$ cat config.mk
export PLATFORM = sky130hd
export DESIGN_NAME = hazard_ctrl_unit_flat
export DESIGN_NICKNAME = d
export VERILOG_FILES = /design/src/rtl/hazard_ctrl_unit_if.sv /design/src/rtl/hazard_ctrl_unit.sv /design/src/flat_wrapper.sv
export SDC_FILE = /design/constraint.sdc
export NUM_CORES = 1
export LEC_CHECK = 0
export BUFFER_PORTS_ARGS = -buffer_cell sky130_fd_sc_hd__clkbuf_2
export CAP_MARGIN = 20
export CELL_PAD_IN_SITES_DETAIL_PLACEMENT = 1
export CELL_PAD_IN_SITES_GLOBAL_PLACEMENT = 2
export CORE_AREA = 2 2 60 68
export CTS_BUF_LIST = sky130_fd_sc_hd__clkbuf_4
export DETAILED_ROUTE_END_ITERATION = 8
export DIE_AREA = 0 0 62 70
export PLACE_DENSITY = 0.86
export REMOVE_ABC_BUFFERS = 1
export SLEW_MARGIN = 20
export SYNTH_ARGS = -nofsm -noshare
export SYNTH_HDL_FRONTEND = slang
export SYNTH_SLANG_ARGS = --single-unit
$ cat constraint.sdc
create_clock -name CLK -period 4.9 [get_ports CLK]
set_input_delay 1.47 -clock CLK [delete_from_list [all_inputs] [get_ports CLK]]
set_output_delay 1.47 -clock CLK [all_outputs]
set_load 0.005 [all_outputs]
$ cat src/rtl/hazard_ctrl_unit_if.sv
// Bundle of hazard-controller inputs and stage controls between datapath and hazard_ctrl_unit.
// Optional statistics outputs are present only when HAZ_STATS_EN is defined.
interface hazard_ctrl_unit_if #(
    parameter int unsigned REG_W = 5
);
    logic [REG_W-1:0] ifid_rs;
    logic [REG_W-1:0] ifid_rt;
    logic [REG_W-1:0] idex_rs;
    logic [REG_W-1:0] idex_rt;
    logic             idex_MemRead;
    logic [REG_W-1:0] idex_RegDst;
    logic             exmem_RegWEN;
    logic [REG_W-1:0] exmem_RegDst;
    logic             mem_RegWEN;
    logic [REG_W-1:0] mem_RegDst;
    logic             dmem_req;
    logic             dhit;
    logic             ihit;
    logic             branch_taken;
    logic [1:0]       forwardA;
    logic [1:0]       forwardB;
    logic             pc_en;
    logic             ifid_en;
    logic             idex_en;
    logic             exmem_en;
    logic             memwb_en;
    logic             ifid_flush;
    logic             idex_flush;
    logic             lu_stall;
`ifdef HAZ_STATS_EN
    logic [15:0]      stall_cycles;
    logic [15:0]      flush_count;
`endif

    modport slave (
        input  ifid_rs, ifid_rt, idex_rs, idex_rt, idex_MemRead, idex_RegDst,
        input  exmem_RegWEN, exmem_RegDst, mem_RegWEN, mem_RegDst,
        input  dmem_req, dhit, ihit, branch_taken,
        output forwardA, forwardB, pc_en, ifid_en, idex_en, exmem_en, memwb_en,
`ifdef HAZ_STATS_EN
        output stall_cycles, flush_count,
`endif
        output ifid_flush, idex_flush, lu_stall
    );

    modport master (
        output ifid_rs, ifid_rt, idex_rs, idex_rt, idex_MemRead, idex_RegDst,
        output exmem_RegWEN, exmem_RegDst, mem_RegWEN, mem_RegDst,
        output dmem_req, dhit, ihit, branch_taken,
        input  forwardA, forwardB, pc_en, ifid_en, idex_en, exmem_en, memwb_en,
`ifdef HAZ_STATS_EN
        input  stall_cycles, flush_count,
`endif
        input  ifid_flush, idex_flush, lu_stall
    );
endinterface

$ cat src/rtl/hazard_ctrl_unit.sv
// 5-stage MIPS hazard controller: EX forwarding, load-use stall sequencer, dcache freeze,
// icache bubble and branch flush. Define HAZ_STATS_EN to add stall/flush statistics counters.
module hazard_ctrl_unit #(
    parameter int unsigned REG_W      = 5,
    parameter int unsigned LOAD_STALL = 1,
    parameter int unsigned CNT_W      = 3
) (
    input  logic                CLK,
    input  logic                nRST,
    hazard_ctrl_unit_if.slave   bus
);
    localparam logic [REG_W-1:0] Zero = '0;

    typedef enum logic [0:0] {StRun, StLuWait} state_e;

    state_e           r_state;
    state_e           w_state_d;
    logic [CNT_W-1:0] r_cnt;
    logic [CNT_W-1:0] w_cnt_d;
    logic [1:0]       w_fwd_a;
    logic [1:0]       w_fwd_b;
    logic             w_lud;
    logic             w_freeze;
    logic             w_stall_cond;

    assign w_lud = bus.idex_MemRead && (bus.idex_RegDst != Zero) &&
                   ((bus.idex_RegDst == bus.ifid_rs) || (bus.idex_RegDst == bus.ifid_rt));
    assign w_freeze     = bus.dmem_req && !bus.dhit;
    assign w_stall_cond = (r_state == StLuWait) || w_lud;

    // EX/MEM checked first so the younger result wins.
    always_comb begin
        w_fwd_a = 2'b00;
        w_fwd_b = 2'b00;
        if (bus.exmem_RegWEN && bus.exmem_RegDst != Zero && bus.exmem_RegDst == bus.idex_rs)
            w_fwd_a = 2'b10;
        else if (bus.mem_RegWEN && bus.mem_RegDst != Zero && bus.mem_RegDst == bus.idex_rs)
            w_fwd_a = 2'b01;
        if (bus.exmem_RegWEN && bus.exmem_RegDst != Zero && bus.exmem_RegDst == bus.idex_rt)
            w_fwd_b = 2'b10;
        else if (bus.mem_RegWEN && bus.mem_RegDst != Zero && bus.mem_RegDst == bus.idex_rt)
            w_fwd_b = 2'b01;
    end

    always_comb begin
        w_state_d      = r_state;
        w_cnt_d        = r_cnt;
        bus.forwardA   = w_fwd_a;
        bus.forwardB   = w_fwd_b;
        bus.pc_en      = 1'b1;
        bus.ifid_en    = 1'b1;
        bus.idex_en    = 1'b1;
        bus.exmem_en   = 1'b1;
        bus.memwb_en   = 1'b1;
        bus.ifid_flush = 1'b0;
        bus.idex_flush = 1'b0;
        bus.lu_stall   = 1'b0;
        if (!nRST) begin
            bus.forwardA = 2'b00;
            bus.forwardB = 2'b00;
            bus.pc_en    = 1'b0;
            bus.ifid_en  = 1'b0;
            bus.idex_en  = 1'b0;
            bus.exmem_en = 1'b0;
            bus.memwb_en = 1'b0;
        end else if (w_freeze) begin
            bus.pc_en    = 1'b0;
            bus.ifid_en  = 1'b0;
            bus.idex_en  = 1'b0;
            bus.exmem_en = 1'b0;
            bus.memwb_en = 1'b0;
        end else if (bus.branch_taken) begin
            bus.ifid_flush = 1'b1;
            bus.idex_flush = 1'b1;
            w_state_d      = StRun;
            w_cnt_d        = '0;
        end else if (w_stall_cond) begin
            bus.pc_en      = 1'b0;
            bus.ifid_en    = 1'b0;
            bus.idex_flush = 1'b1;
            bus.lu_stall   = 1'b1;
            if (r_state == StRun) begin
                if (LOAD_STALL > 1) begin
                    w_state_d = StLuWait;
                    w_cnt_d   = CNT_W'(LOAD_STALL - 1);
                end
            end else begin
                w_cnt_d = r_cnt - CNT_W'(1);
                if (r_cnt == CNT_W'(1)) w_state_d = StRun;
            end
        end else if (!bus.ihit) begin
            // ifid stays enabled so it captures the bubble.
            bus.pc_en      = 1'b0;
            bus.ifid_flush = 1'b1;
        end
    end

    always_ff @(posedge CLK or negedge nRST) begin
        if (!nRST) begin
            r_state <= StRun;
            r_cnt   <= '0;
        end else begin
            r_state <= w_state_d;
            r_cnt   <= w_cnt_d;
        end
    end

`ifdef HAZ_STATS_EN
    logic        w_stall_evt;
    logic        w_flush_evt;
    logic [15:0] r_stall_cycles;
    logic [15:0] r_flush_count;

    assign w_flush_evt = !w_freeze && bus.branch_taken;
    assign w_stall_evt = w_freeze || (!bus.branch_taken && (w_stall_cond || !bus.ihit));

    always_ff @(posedge CLK or negedge nRST) begin
        if (!nRST) begin
            r_stall_cycles <= '0;
            r_flush_count  <= '0;
        end else begin
            if (w_stall_evt && r_stall_cycles != 16'hFFFF)
                r_stall_cycles <= r_stall_cycles + 16'd1;
            if (w_flush_evt && r_flush_count != 16'hFFFF)
                r_flush_count <= r_flush_count + 16'd1;
        end
    end

    assign bus.stall_cycles = r_stall_cycles;
    assign bus.flush_count  = r_flush_count;
`endif
endmodule
$ cat src/flat_wrapper.sv
// flat-port wrapper written by rule: the top's interface ports become plain ports
module hazard_ctrl_unit_flat 
#(
    parameter int unsigned REG_W      = 5,
    parameter int unsigned LOAD_STALL = 1,
    parameter int unsigned CNT_W      = 3
)
  (CLK, nRST, bus_ifid_rs, bus_ifid_rt, bus_idex_rs, bus_idex_rt, bus_idex_MemRead, bus_idex_RegDst, bus_exmem_RegWEN, bus_exmem_RegDst, bus_mem_RegWEN, bus_mem_RegDst, bus_dmem_req, bus_dhit, bus_ihit, bus_branch_taken, bus_forwardA, bus_forwardB, bus_pc_en, bus_ifid_en, bus_idex_en, bus_exmem_en, bus_memwb_en, bus_ifid_flush, bus_idex_flush, bus_lu_stall);
  hazard_ctrl_unit_if #(.REG_W(REG_W)) bus_i ();
  input  logic CLK;
  input  logic nRST;
  input wire logic [$bits(bus_i.ifid_rs)-1:0] bus_ifid_rs;
  input wire logic [$bits(bus_i.ifid_rt)-1:0] bus_ifid_rt;
  input wire logic [$bits(bus_i.idex_rs)-1:0] bus_idex_rs;
  input wire logic [$bits(bus_i.idex_rt)-1:0] bus_idex_rt;
  input wire logic [$bits(bus_i.idex_MemRead)-1:0] bus_idex_MemRead;
  input wire logic [$bits(bus_i.idex_RegDst)-1:0] bus_idex_RegDst;
  input wire logic [$bits(bus_i.exmem_RegWEN)-1:0] bus_exmem_RegWEN;
  input wire logic [$bits(bus_i.exmem_RegDst)-1:0] bus_exmem_RegDst;
  input wire logic [$bits(bus_i.mem_RegWEN)-1:0] bus_mem_RegWEN;
  input wire logic [$bits(bus_i.mem_RegDst)-1:0] bus_mem_RegDst;
  input wire logic [$bits(bus_i.dmem_req)-1:0] bus_dmem_req;
  input wire logic [$bits(bus_i.dhit)-1:0] bus_dhit;
  input wire logic [$bits(bus_i.ihit)-1:0] bus_ihit;
  input wire logic [$bits(bus_i.branch_taken)-1:0] bus_branch_taken;
  output wire logic [$bits(bus_i.forwardA)-1:0] bus_forwardA;
  output wire logic [$bits(bus_i.forwardB)-1:0] bus_forwardB;
  output wire logic [$bits(bus_i.pc_en)-1:0] bus_pc_en;
  output wire logic [$bits(bus_i.ifid_en)-1:0] bus_ifid_en;
  output wire logic [$bits(bus_i.idex_en)-1:0] bus_idex_en;
  output wire logic [$bits(bus_i.exmem_en)-1:0] bus_exmem_en;
  output wire logic [$bits(bus_i.memwb_en)-1:0] bus_memwb_en;
  output wire logic [$bits(bus_i.ifid_flush)-1:0] bus_ifid_flush;
  output wire logic [$bits(bus_i.idex_flush)-1:0] bus_idex_flush;
  output wire logic [$bits(bus_i.lu_stall)-1:0] bus_lu_stall;
  assign bus_i.ifid_rs = bus_ifid_rs;
  assign bus_i.ifid_rt = bus_ifid_rt;
  assign bus_i.idex_rs = bus_idex_rs;
  assign bus_i.idex_rt = bus_idex_rt;
  assign bus_i.idex_MemRead = bus_idex_MemRead;
  assign bus_i.idex_RegDst = bus_idex_RegDst;
  assign bus_i.exmem_RegWEN = bus_exmem_RegWEN;
  assign bus_i.exmem_RegDst = bus_exmem_RegDst;
  assign bus_i.mem_RegWEN = bus_mem_RegWEN;
  assign bus_i.mem_RegDst = bus_mem_RegDst;
  assign bus_i.dmem_req = bus_dmem_req;
  assign bus_i.dhit = bus_dhit;
  assign bus_i.ihit = bus_ihit;
  assign bus_i.branch_taken = bus_branch_taken;
  assign bus_forwardA = bus_i.forwardA;
  assign bus_forwardB = bus_i.forwardB;
  assign bus_pc_en = bus_i.pc_en;
  assign bus_ifid_en = bus_i.ifid_en;
  assign bus_idex_en = bus_i.idex_en;
  assign bus_exmem_en = bus_i.exmem_en;
  assign bus_memwb_en = bus_i.memwb_en;
  assign bus_ifid_flush = bus_i.ifid_flush;
  assign bus_idex_flush = bus_i.idex_flush;
  assign bus_lu_stall = bus_i.lu_stall;
  hazard_ctrl_unit #(.REG_W(REG_W), .LOAD_STALL(LOAD_STALL), .CNT_W(CNT_W)) u_core (.CLK(CLK), .nRST(nRST), .bus(bus_i));
endmodule
---- Yosys cells after proc, flatten, opt, wreduce, memory -nomap -nowiden ----
Index checks and enable logic that the tools add are counted.
word-level totals
  output and inout bits ................... 12
  word-level logic and storage cells ...... 66
  register bits ........................... 4
  input port bits ......................... 44
operators by class
  mux-type cells .......................... 36
  bitwise gates (word level) .............. 1
  reductions and logical operators ........ 19
  equal/unequal tests ..................... 7
  $add $sub $neg .......................... 1
operators with widths
  kind                 count
  $eq 5x5->1           6
  $mux 1               29
  $reduce_bool 5->1    3
  $logic_and 1x1->1    9
  $mux 3               3
  $mux 2               4
  $reduce_and 4->1     1
  $reduce_bool 2->1    2
  $eq 3x1->1 const B   1
  $reduce_and 3->1     1
  $sub 3x1->3 const B  1
  $logic_or 1x1->1     2
  $logic_not 1->1      1
  $not 1->1            1

---- Logic depth before layout (Yosys ltp) ----
  word-level depth ........................ 8
  gate-level depth with buffers ........... 6
  depth with buffers taken out ............ 6

---- Worst setup path before layout ----
OpenSTA, ideal clock, no wires.
  kind .................................... in2out
  from .................................... input bus_exmem_RegDst[0]
  to ...................................... output bus_forwardA[0]
  path slack .............................. 0.938 ns
  buffers on the path ..................... 0
  stages on the path ...................... 4
  arrival ................................. 2.492 ns
  data required time ...................... 3.430 ns
  path through ............................ or4_1 > o21ai_2 > nor4_1 > nor4_2
on the way
  longest elaborated chain between the ends .. 5
  elaborated cells on any way between the ends .. 6
  classes of those cells .................. eq/ne: 1; mux: 2; reduce/logical: 3
RTL lines
  item                   line                    RTL
  start, declared        flat_wrapper.sv:19      input wire logic [$bits(bus_i.exmem_RegDst)-1:0] bus_exmem_RegDst;
  $reduce_bool 5->1      hazard_ctrl_unit.sv:35  if (bus.exmem_RegWEN && bus.exmem_RegDst != Zero && bus.exmem_RegDst == bus.idex_rs)
  $logic_and 1x1->1      hazard_ctrl_unit.sv:35
  $logic_and 1x1->1 (*)  hazard_ctrl_unit.sv:35
  $mux 2 (*)             hazard_ctrl_unit.sv:35
  $mux 2 (*)             hazard_ctrl_unit.sv:58  if (!nRST) begin
  end, declared          flat_wrapper.sv:26      output wire logic [$bits(bus_i.forwardA)-1:0] bus_forwardA;
Mark *: on every way between the ends. The rest lies on a longest branch, timed or not.

---- Worst setup path in the final report ----
  from .................................... input bus_dmem_req
  to ...................................... output bus_idex_flush
on the way
  longest elaborated chain between the ends .. 3
RTL lines
  item               line                    RTL
  start, declared    flat_wrapper.sv:22      input wire logic [$bits(bus_i.dmem_req)-1:0] bus_dmem_req;
  $logic_and 1x1->1  hazard_ctrl_unit.sv:28  assign w_freeze = bus.dmem_req && !bus.dhit;
  $mux 1             hazard_ctrl_unit.sv:66  end else if (w_freeze) begin
  $mux 1             hazard_ctrl_unit.sv:58
  end, declared      flat_wrapper.sv:34      output wire logic [$bits(bus_i.idex_flush)-1:0] bus_idex_flush;
Every way passes these cells.

==> run metrics <==
Max-Cap Viols 0; DRT antenna net count 0; GPL Wtd Cong 0.7801; routed len/inst 13.30 um; pre-CTS WS 380.9 ps; I/O pin count 56; total track usage 13.00%; number of H-tree levels 1; post-DP HPWL 2427 um; post-synth cell types 31; Avg Cell Area, Syn 7.912 um^2; final net count 200; Worst path slowest cell o21ai_0; Worst Path Arrival 3070 ps; final setup TNS 0 ps; clock sinks 4; Relative slew margins 53.39%; Final WS setup 362.4 ps; first-pass GRT wire length 4188 um; number of placement rows 24; post-cts resize count 0; drt pass-1 iters 2; DR vias/cell 4.534; RSZ-0062 raised after global routing no; pwr/cell area 139.3 nW/um^2; Startpoint Class primary input; initial core utilization 20.87%; CP Capture Type primary output; synthesized area 783.3 um^2; Post-Synth XOR/XNOR Area 33.55%; mux cell area share after synthesis 0%; Syn-to-layout area delta 42.81%; skew final 1.883 ps; crit path cell chain clkbuf_2, inv_1, o21ai_0, inv_1, o21ai_0, a21bo_2, clkbuf_2; largest family of logic cells by synthesized area XOR/XNOR gates; Final Hold Fails 0; f_max 220.4 MHz; synthesis-stage register bit count 4; Num CTS Buffers 3; worst skew pair latency 230 ps; Root Buffer clkbuf_4; die boundary width 62 um; crit-path max FO 13; Via Count 925; Antenna diodes 0; Synth Area in Adders 3.195%; total global routing overflow 0; Die Y 70 um; CP bufs+invs 4; Die ar. 4340 um^2; Clk pin slew, worst setup/hold paths 30 ps; Power, Total 155.8 uW; CP peak stage delay 550 ps; CP top delay family compound AO/OA/AOI/OAI gates; Post-CTS Hold Fix Bufs 0; fin crit share 92.60%; layout cells sized above 1 44.74%; IO buf count 55; setup bufs post-CTS 0; core area 3754 um^2; initial antenna violation count 0; most frequent cells in the layout 55 x clkbuf_2, 16 x xnor2_1, 14 x xor2_1; Synth Area in Simple Gates 25.72%; Placed Cells incl. Taps 201; # fillers 484; commonest non-fill, non-tap cell in the layout clkbuf_2; slew at the pin closest to its max-slew limit 691.8 ps; Setup-failing EPs final 0; TritonCTS clock tree done; leakage power 0.5286 nW; fin. max-slew vios 0; status complete, no violations; Syn. warnings 0; DRC Markers 0; largest net degree at the start of global routing 14; Synth Instances 99; critical path class in -> out; sequential fraction of the synthesis area 12.78%; initial DRC count 19; Finished Core Util 29.80%; final cell count without fillers 204; vias in the first global route 985; post-layout minimum cycle time 4538 ps; total routed wirelength 2713 um; Synth Area in Compound Gates 18.37%; Hold Path Class reg -> reg; CP Data Required Time 3430 ps; Worst VDD drop 0.04542 mV; Bufs on Longest Clock Path 2
## report_power, final
group / leakage, nW / internal, mW / switching, mW / total (mW)
Sequential: 0.0541 / 0.0353 / 0.000448 / 0.0358
Clock: 0.0138 / 0.0273 / 0.0119 / 0.0392
Combinational: 0.461 / 0.0388 / 0.0420 / 0.0808
## routing by layer
metal	global-route usage (%)	share of wire, %
met2	24.07	52
met5	0	0
met1	13.42	38
met3	1.296	8.5
met4	6.619	1.4
## path summary, 6_finish.rpt
check | start | end | slack (ps) | cells after the start
worst max-delay path | bus_dmem_req | bus_idex_flush | 360 | 7
worst min-delay path | u_core.r_cnt[2] | u_core.r_cnt[2] | 530 | 2
worst max register to register | u_core.r_cnt[0] | u_core.r_cnt[2] | 3720 | 6
worst min register to register | u_core.r_cnt[2] | u_core.r_cnt[2] | 530 | 2
max in group asynchronous | nRST | u_core.r_cnt[0] | 3660 | 1
min in group asynchronous | nRST | u_core.r_cnt[1] | 1070 | 1
## kinds of logic after synthesis
group                      after synthesis
and+or+nand+nor                         34
xor gates and xnor gates                30
AOI/OAI and AO/OA                       18
buffers and inverters                   11
DFF                                      4
adders and majority gates                2
## stage by stage
stage,hold slack [ps],area [um^2]
floorplan,480.2,755.7
global placement,519.9,1096
detailed placement,525.6,1096
CTS,533.9,1119
global route,593.3,1119
finish,534.7,1119
## synth_stat cells
library cell	count	area, um^2
xnor2_1	16	140.1
xor2_1	14	122.6
nand2_1	7	26.28
inv_1	6	22.52
nand3_1	6	30.03
dfrtp_1	4	100.1
nor2_1	4	15.01
o21ai_0	4	20.02
or4_1	4	30.03
nor2b_1	3	18.77
o211ai_1	3	22.52
a22o_1	2	17.52
and2_2	2	15.01
buf_4	2	15.01
clkbuf_1	2	7.510
ha_1	2	25.02
nor4_1	2	12.51
nor4_2	2	25.02
o22ai_1	2	12.51
a21bo_2	1	10.01
a21boi_0	1	7.510
a21oi_1	1	5.000
a221oi_2	1	15.01
a2bb2oi_1	1	8.760
and2_1	1	6.260
buf_2	1	5.000
nor2_2	1	6.260
nor3_1	1	5.000
o21ai_2	1	8.760
o21ai_4	1	16.27
or4_4	1	11.26
## cell type report
cell class / instances / area [um^2] / area share (%)
multi-input combinational: 84 / 633.1 / 56.60
tap: 52 / 65.06 / 5.817
timing repair buffer: 55 / 275.3 / 24.61
inverter: 6 / 22.52 / 2.013
sequential: 4 / 100.1 / 8.949
clock buffer: 3 / 22.52 / 2.013
## flip-flops by register name, indices dropped and copies added (netlist names)
signal and cells:
u_core.r_cnt 3, u_core.r_state 1
## worst register-to-register path, cell delays in order (launching register included)
cell     delay (ps)
dfrtp_1         420
inv_1            80
ha_1            130
nand2_1          60
and2_1          170
a21oi_1         110
o21ai_0          80
Power figures use the tool's default switching activity.
